`src/rtl/mux16_scan_ctrl_if.sv`:
```
// mux16_scan_ctrl_if: word input, mux drive/return and serial output bundle.
//   master: the scan controller side; slave: the upstream/mux/downstream side.
interface mux16_scan_ctrl_if;
  logic [15:0] in_data;
  logic in_valid;
  logic in_ready;
  logic [15:0] mux_d;
  logic [3:0] mux_sel;
  logic mux_out;
  logic ser_bit;
  logic ser_valid;
  logic ser_ready;
  logic ser_last;
  logic err;
  modport master (
    input in_data, in_valid, mux_out, ser_ready,
    output in_ready, mux_d, mux_sel, ser_bit, ser_valid, ser_last, err
  );
  modport slave (
    output in_data, in_valid, mux_out, ser_ready,
    input in_ready, mux_d, mux_sel, ser_bit, ser_valid, ser_last, err
  );
endinterface

```
`src/rtl/mux16_scan_ctrl.sv`:
```
// mux16_scan_ctrl: loads a 16-bit word onto a 16:1 mux and sweeps its select to serialize the word.
//   clk, rst       : clock, synchronous active-high reset
//   bus.in_*       : word input handshake (in_data, in_valid, in_ready)
//   bus.mux_*      : registered mux drive (mux_d, mux_sel) and combinational return (mux_out)
//   bus.ser_*      : serial output handshake (ser_bit, ser_valid, ser_ready, ser_last)
//   bus.err        : sticky loopback mismatch, only live with MUX_SCAN_CHECK_EN defined
//   MSB_FIRST      : 0 sweeps select 0..15, 1 sweeps 15..0
module mux16_scan_ctrl #(
  parameter bit MSB_FIRST = 1'b0
) (
  input logic clk,
  input logic rst,
  mux16_scan_ctrl_if.master bus
);
  localparam logic [3:0] first_sel = MSB_FIRST ? 4'hf : 4'h0;
  localparam logic [3:0] last_sel = MSB_FIRST ? 4'h0 : 4'hf;
  typedef enum logic {idle, scan} state_t;
  state_t state, next_state;
  logic [15:0] d;
  logic [3:0] sel;
  logic load, beat, last;
  always_ff @(posedge clk)
    state <= rst ? idle : next_state;
  always_comb begin
    load = (state == idle) && bus.in_valid;
    beat = (state == scan) && bus.ser_ready;
    last = (state == scan) && (sel == last_sel);
    next_state = load ? scan : (beat && last) ? idle : state;
  end
  always_ff @(posedge clk)
    if (rst) begin
      d <= 16'h0000;
      sel <= 4'h0;
    end else if (load) begin
      d <= bus.in_data;
      sel <= first_sel;
    end else if (beat && !last) begin
      sel <= MSB_FIRST ? sel - 4'd1 : sel + 4'd1;
    end
`ifdef MUX_SCAN_CHECK_EN
  logic err_q;
  always_ff @(posedge clk)
    err_q <= rst ? 1'b0 : err_q | (beat && (bus.mux_out != d[sel]));
`endif
  always_comb begin
    bus.in_ready = (state == idle) && !rst;
    bus.ser_valid = state == scan;
    bus.ser_last = last;
    bus.ser_bit = bus.mux_out;
    bus.mux_d = d;
    bus.mux_sel = sel;
`ifdef MUX_SCAN_CHECK_EN
    bus.err = err_q;
`else
    bus.err = 1'b0;
`endif
  end
endmodule
```
`src/flat_wrapper.sv`:
```
// flat-port wrapper written by rule: the top's interface ports become plain ports
module mux16_scan_ctrl_flat 
#(
  parameter bit MSB_FIRST = 1'b0
)
  (clk, rst, bus_in_data, bus_in_valid, bus_mux_out, bus_ser_ready, bus_in_ready, bus_mux_d, bus_mux_sel, bus_ser_bit, bus_ser_valid, bus_ser_last, bus_err);
  mux16_scan_ctrl_if bus_i ();
  input logic clk;
  input logic rst;
  input wire logic [$bits(bus_i.in_data)-1:0] bus_in_data;
  input wire logic [$bits(bus_i.in_valid)-1:0] bus_in_valid;
  input wire logic [$bits(bus_i.mux_out)-1:0] bus_mux_out;
  input wire logic [$bits(bus_i.ser_ready)-1:0] bus_ser_ready;
  output wire logic [$bits(bus_i.in_ready)-1:0] bus_in_ready;
  output wire logic [$bits(bus_i.mux_d)-1:0] bus_mux_d;
  output wire logic [$bits(bus_i.mux_sel)-1:0] bus_mux_sel;
  output wire logic [$bits(bus_i.ser_bit)-1:0] bus_ser_bit;
  output wire logic [$bits(bus_i.ser_valid)-1:0] bus_ser_valid;
  output wire logic [$bits(bus_i.ser_last)-1:0] bus_ser_last;
  output wire logic [$bits(bus_i.err)-1:0] bus_err;
  assign bus_i.in_data = bus_in_data;
  assign bus_i.in_valid = bus_in_valid;
  assign bus_i.mux_out = bus_mux_out;
  assign bus_i.ser_ready = bus_ser_ready;
  assign bus_in_ready = bus_i.in_ready;
  assign bus_mux_d = bus_i.mux_d;
  assign bus_mux_sel = bus_i.mux_sel;
  assign bus_ser_bit = bus_i.ser_bit;
  assign bus_ser_valid = bus_i.ser_valid;
  assign bus_ser_last = bus_i.ser_last;
  assign bus_err = bus_i.err;
  mux16_scan_ctrl #(.MSB_FIRST(MSB_FIRST)) u_core (.clk(clk), .rst(rst), .bus(bus_i));
endmodule
```
`config.mk`:
```
export PLATFORM = sky130hd
export DESIGN_NAME = mux16_scan_ctrl_flat
export DESIGN_NICKNAME = d
export VERILOG_FILES = /design/src/rtl/mux16_scan_ctrl_if.sv /design/src/rtl/mux16_scan_ctrl.sv /design/src/flat_wrapper.sv
export SDC_FILE = /design/constraint.sdc
export NUM_CORES = 1
export LEC_CHECK = 0
export CAP_MARGIN = 0
export CELL_PAD_IN_SITES_DETAIL_PLACEMENT = 0
export CELL_PAD_IN_SITES_GLOBAL_PLACEMENT = 1
export CORE_MARGIN = 10
export CORE_UTILIZATION = 29
export DETAILED_ROUTE_END_ITERATION = 12
export GPL_ROUTABILITY_DRIVEN = 0
export PLACE_DENSITY_LB_ADDON = 0.1
export SLEW_MARGIN = 20
export SYNTH_ARGS = -nofsm -noshare
export SYNTH_HDL_FRONTEND = slang
export SYNTH_SLANG_ARGS = --single-unit
```
`constraint.sdc`:
```
create_clock -name clk -period 3 [get_ports clk]
set_clock_uncertainty 0.1 [all_clocks]
set_input_delay 0.6 -clock clk [delete_from_list [all_inputs] [get_ports clk]]
set_output_delay 0.6 -clock clk [all_outputs]
set_load 0.02 [all_outputs]
```
==> run metrics, run 1 <==
run status finished, final reports clean; critical path buffer and inverter count 1; top cell type's share of synthesized area 0.475; total CTS buffers 3; P_int 405 uW; main flop type after synthesis dfxtp_1; drt first pass iters 4; sequential fraction of the synthesis area 0.475; die height 75.2 um; WP data arrival 1.91 ns; diode count 0; WL/cell 14.0 um; vias in the first global route 868; P per Cell Area 414 mW/mm^2; top cells by area, synth dfxtp_1 48%, nand2_1 14%, a21oi_2 9.9%, a21oi_1 5.1%, buf_4 2.5%; setup TNS 0 ns; gr usage total 0.0907; Worst Setup End Kind output port; family with the most delay on the worst path buffers and inverters; WL final 2450 um; TritonCTS Sinks 21; mux contribution to synthesized area 0; commonest non-fill, non-tap cell in the layout clkdlybuf4s50_1; initial antenna violation count 0; first-pass GRT wire length 4040 um; post-synthesis xor/xnor area fraction 0; count of input and output buffers 42; crit start category register; Area Growth Syn to Fin 50.6%; Final Cycle Share 0.870; CTS tree done; EDFF count, synth 0; simple-gate share of the synthesized area 0.252; vias 817; FF+latch count, synth 21; Die Width 75.2 um; row count 19; kind of critical path register to output port; ys async rst share 0; Core ar. 0.00283 sq mm; R2R Setup Slk 1.50 ns; detailed-route DRC error count 0; critical path peak fanout 6; Clk Latency, worst-skew pair 0.29 ns; largest net degree at the start of global routing 19; Antenna Nets Post-Route 0; fin crit period 2.61 ns; logic gate share of total power 0.216; RSZ-0062 raised after global routing false; Mapped Cells 103; clock root cell clkbuf_4; Fmax 383 MHz; Slowest cell on crit path clkdlybuf4s50_1; Core Util, Final 0.471; adder-cell area share of the yosys netlist 0.0141; static leakage power 0.467 nW; vias per cell 4.67; cell area after synthesis 885 sq um; slowest cell delay on critical path 0.60 ns; synthesized area per cell 8.59 sq um; Yosys cell types 27; Reg clk slew, reported paths 0.11 ns; share of layout cells above drive strength 1 0.139; Max IR drop VDD 0.228 mV; post_cts resized 0; clock share of power 0.238; YS warnings 0; Net Sw Power 146 uW; switching portion of total power 0.265; CTS max path bufs 2; most frequent cells in the layout 42 x clkdlybuf4s50_1, 32 x nand2_1, 21 x dfxtp_1, 10 x a21oi_2, 9 x a21oi_1; Flop pwr share 0.546; final slew viol count 0; endpoints failing hold 0; final setup fails 0; Final HPWL DP 1870 um; H-tree level count 1; First DRT Iteration DRCs 46; # hold bufs at CTS 0; DIE AREA 0.00566 sq mm; syn_nets 125; critical path, cell by cell ha_1, and3_4, and2_2, clkdlybuf4s50_1; initial core utilization 0.313; MaxCap Viol Count 0; post-CTS setup buffer count 0; total grt overflow 0; Critical Path RT 2.30 ns; Final nets 167; area leader, netlist dfxtp_1; largest family of logic cells by synthesized area simple AND/OR/NAND/NOR gates; worst hold path type register to register; compound-cell area share of the yosys netlist 0.187; io pins 46
[cells in the mapped netlist, types with 2 or more instances]
master,count
buf_2,2
dfxtp_1,21
nand2_1,32
a21oi_2,10
nor2_1,2
buf_4,3
nand3_1,3
a21oi_1,9
buf_6,2
o21ai_0,2
[registers in the layout, indices dropped and copies added, names as in the netlist]
name,count
u_core.bus.ser_valid,1
u_core.bus.mux_sel,4
u_core.bus.mux_d,16
[per-stage QoR]
step / hold WS, ns / instance area, sq um / setup WS, ns / std cells / power [mW]
CTS: 0.362 / 1330 / 0.378 / 175 / 0.565
global placement: 0.340 / 1310 / 0.583 / 171 / 0.426
finish: 0.363 / 1330 / 0.389 / 175 / 0.551
floorplan: 0.433 / 885 / 1.05 / 103 / 0.370
detailed placement: 0.345 / 1310 / 0.571 / 171 / 0.428
global route: 0.399 / 1330 / 0.285 / 175 / 0.590
[cell families after synthesis]
family / count (synthesis)
AO/OA/AOI/OAI: 24
adder cells (fa/ha/maj): 1
buffers and inverters: 8
flip-flops: 21
other: 1
AND/OR/NAND/NOR: 48
[final timing paths]
check                        startpoint                    to  cells after the start
setup / recovery  u_core.bus.mux_sel[0]          bus_ser_last                      4
hold / removal      u_core.bus.mux_d[5]   u_core.bus.mux_d[5]                      2
setup reg to reg   u_core.bus.ser_valid  u_core.bus.mux_d[12]                      4
hold reg to reg     u_core.bus.mux_d[5]   u_core.bus.mux_d[5]                      2
[area by class of cell]
cell class | count | area [sq um]
clock buffers | 4 | 26.3
fillers | 283 | 1500
multi-input cells | 74 | 404
flip-flops and latches | 21 | 420
well taps | 31 | 38.8
repair buffers | 45 | 443
[worst min-delay path, cell delays in order, from the launching register on]
cell     delay, ns
dfxtp_1       0.33
nand2_1       0.05
a21oi_1       0.05
[per-layer routing]
metal  global-route usage  vias up  wire length [um]
li1                     -      425                 -
met1                0.102      361              1040
met2                0.147       29              1110
met3               0.0447        2               283
met4               0.0309        0                14
met5                    0        -                 0
[power groups by stage]
stage,combinational (mW),sequential (mW),clock (mW)
detailed placement,0.121,0.307,0
finish,0.119,0.301,0.131
CTS,0.121,0.301,0.142
global placement,0.120,0.307,0
floorplan,0.0461,0.324,0
global route,0.130,0.303,0.156
No activity file was read; power rests on OpenSTA's default activity.
==> inputs of run 2 (changes only) <==
- SLEW_MARGIN: 20 -> 15
==> results of run 2 <==
The final DEF is identical to that of run 1; final timing and power are the same.
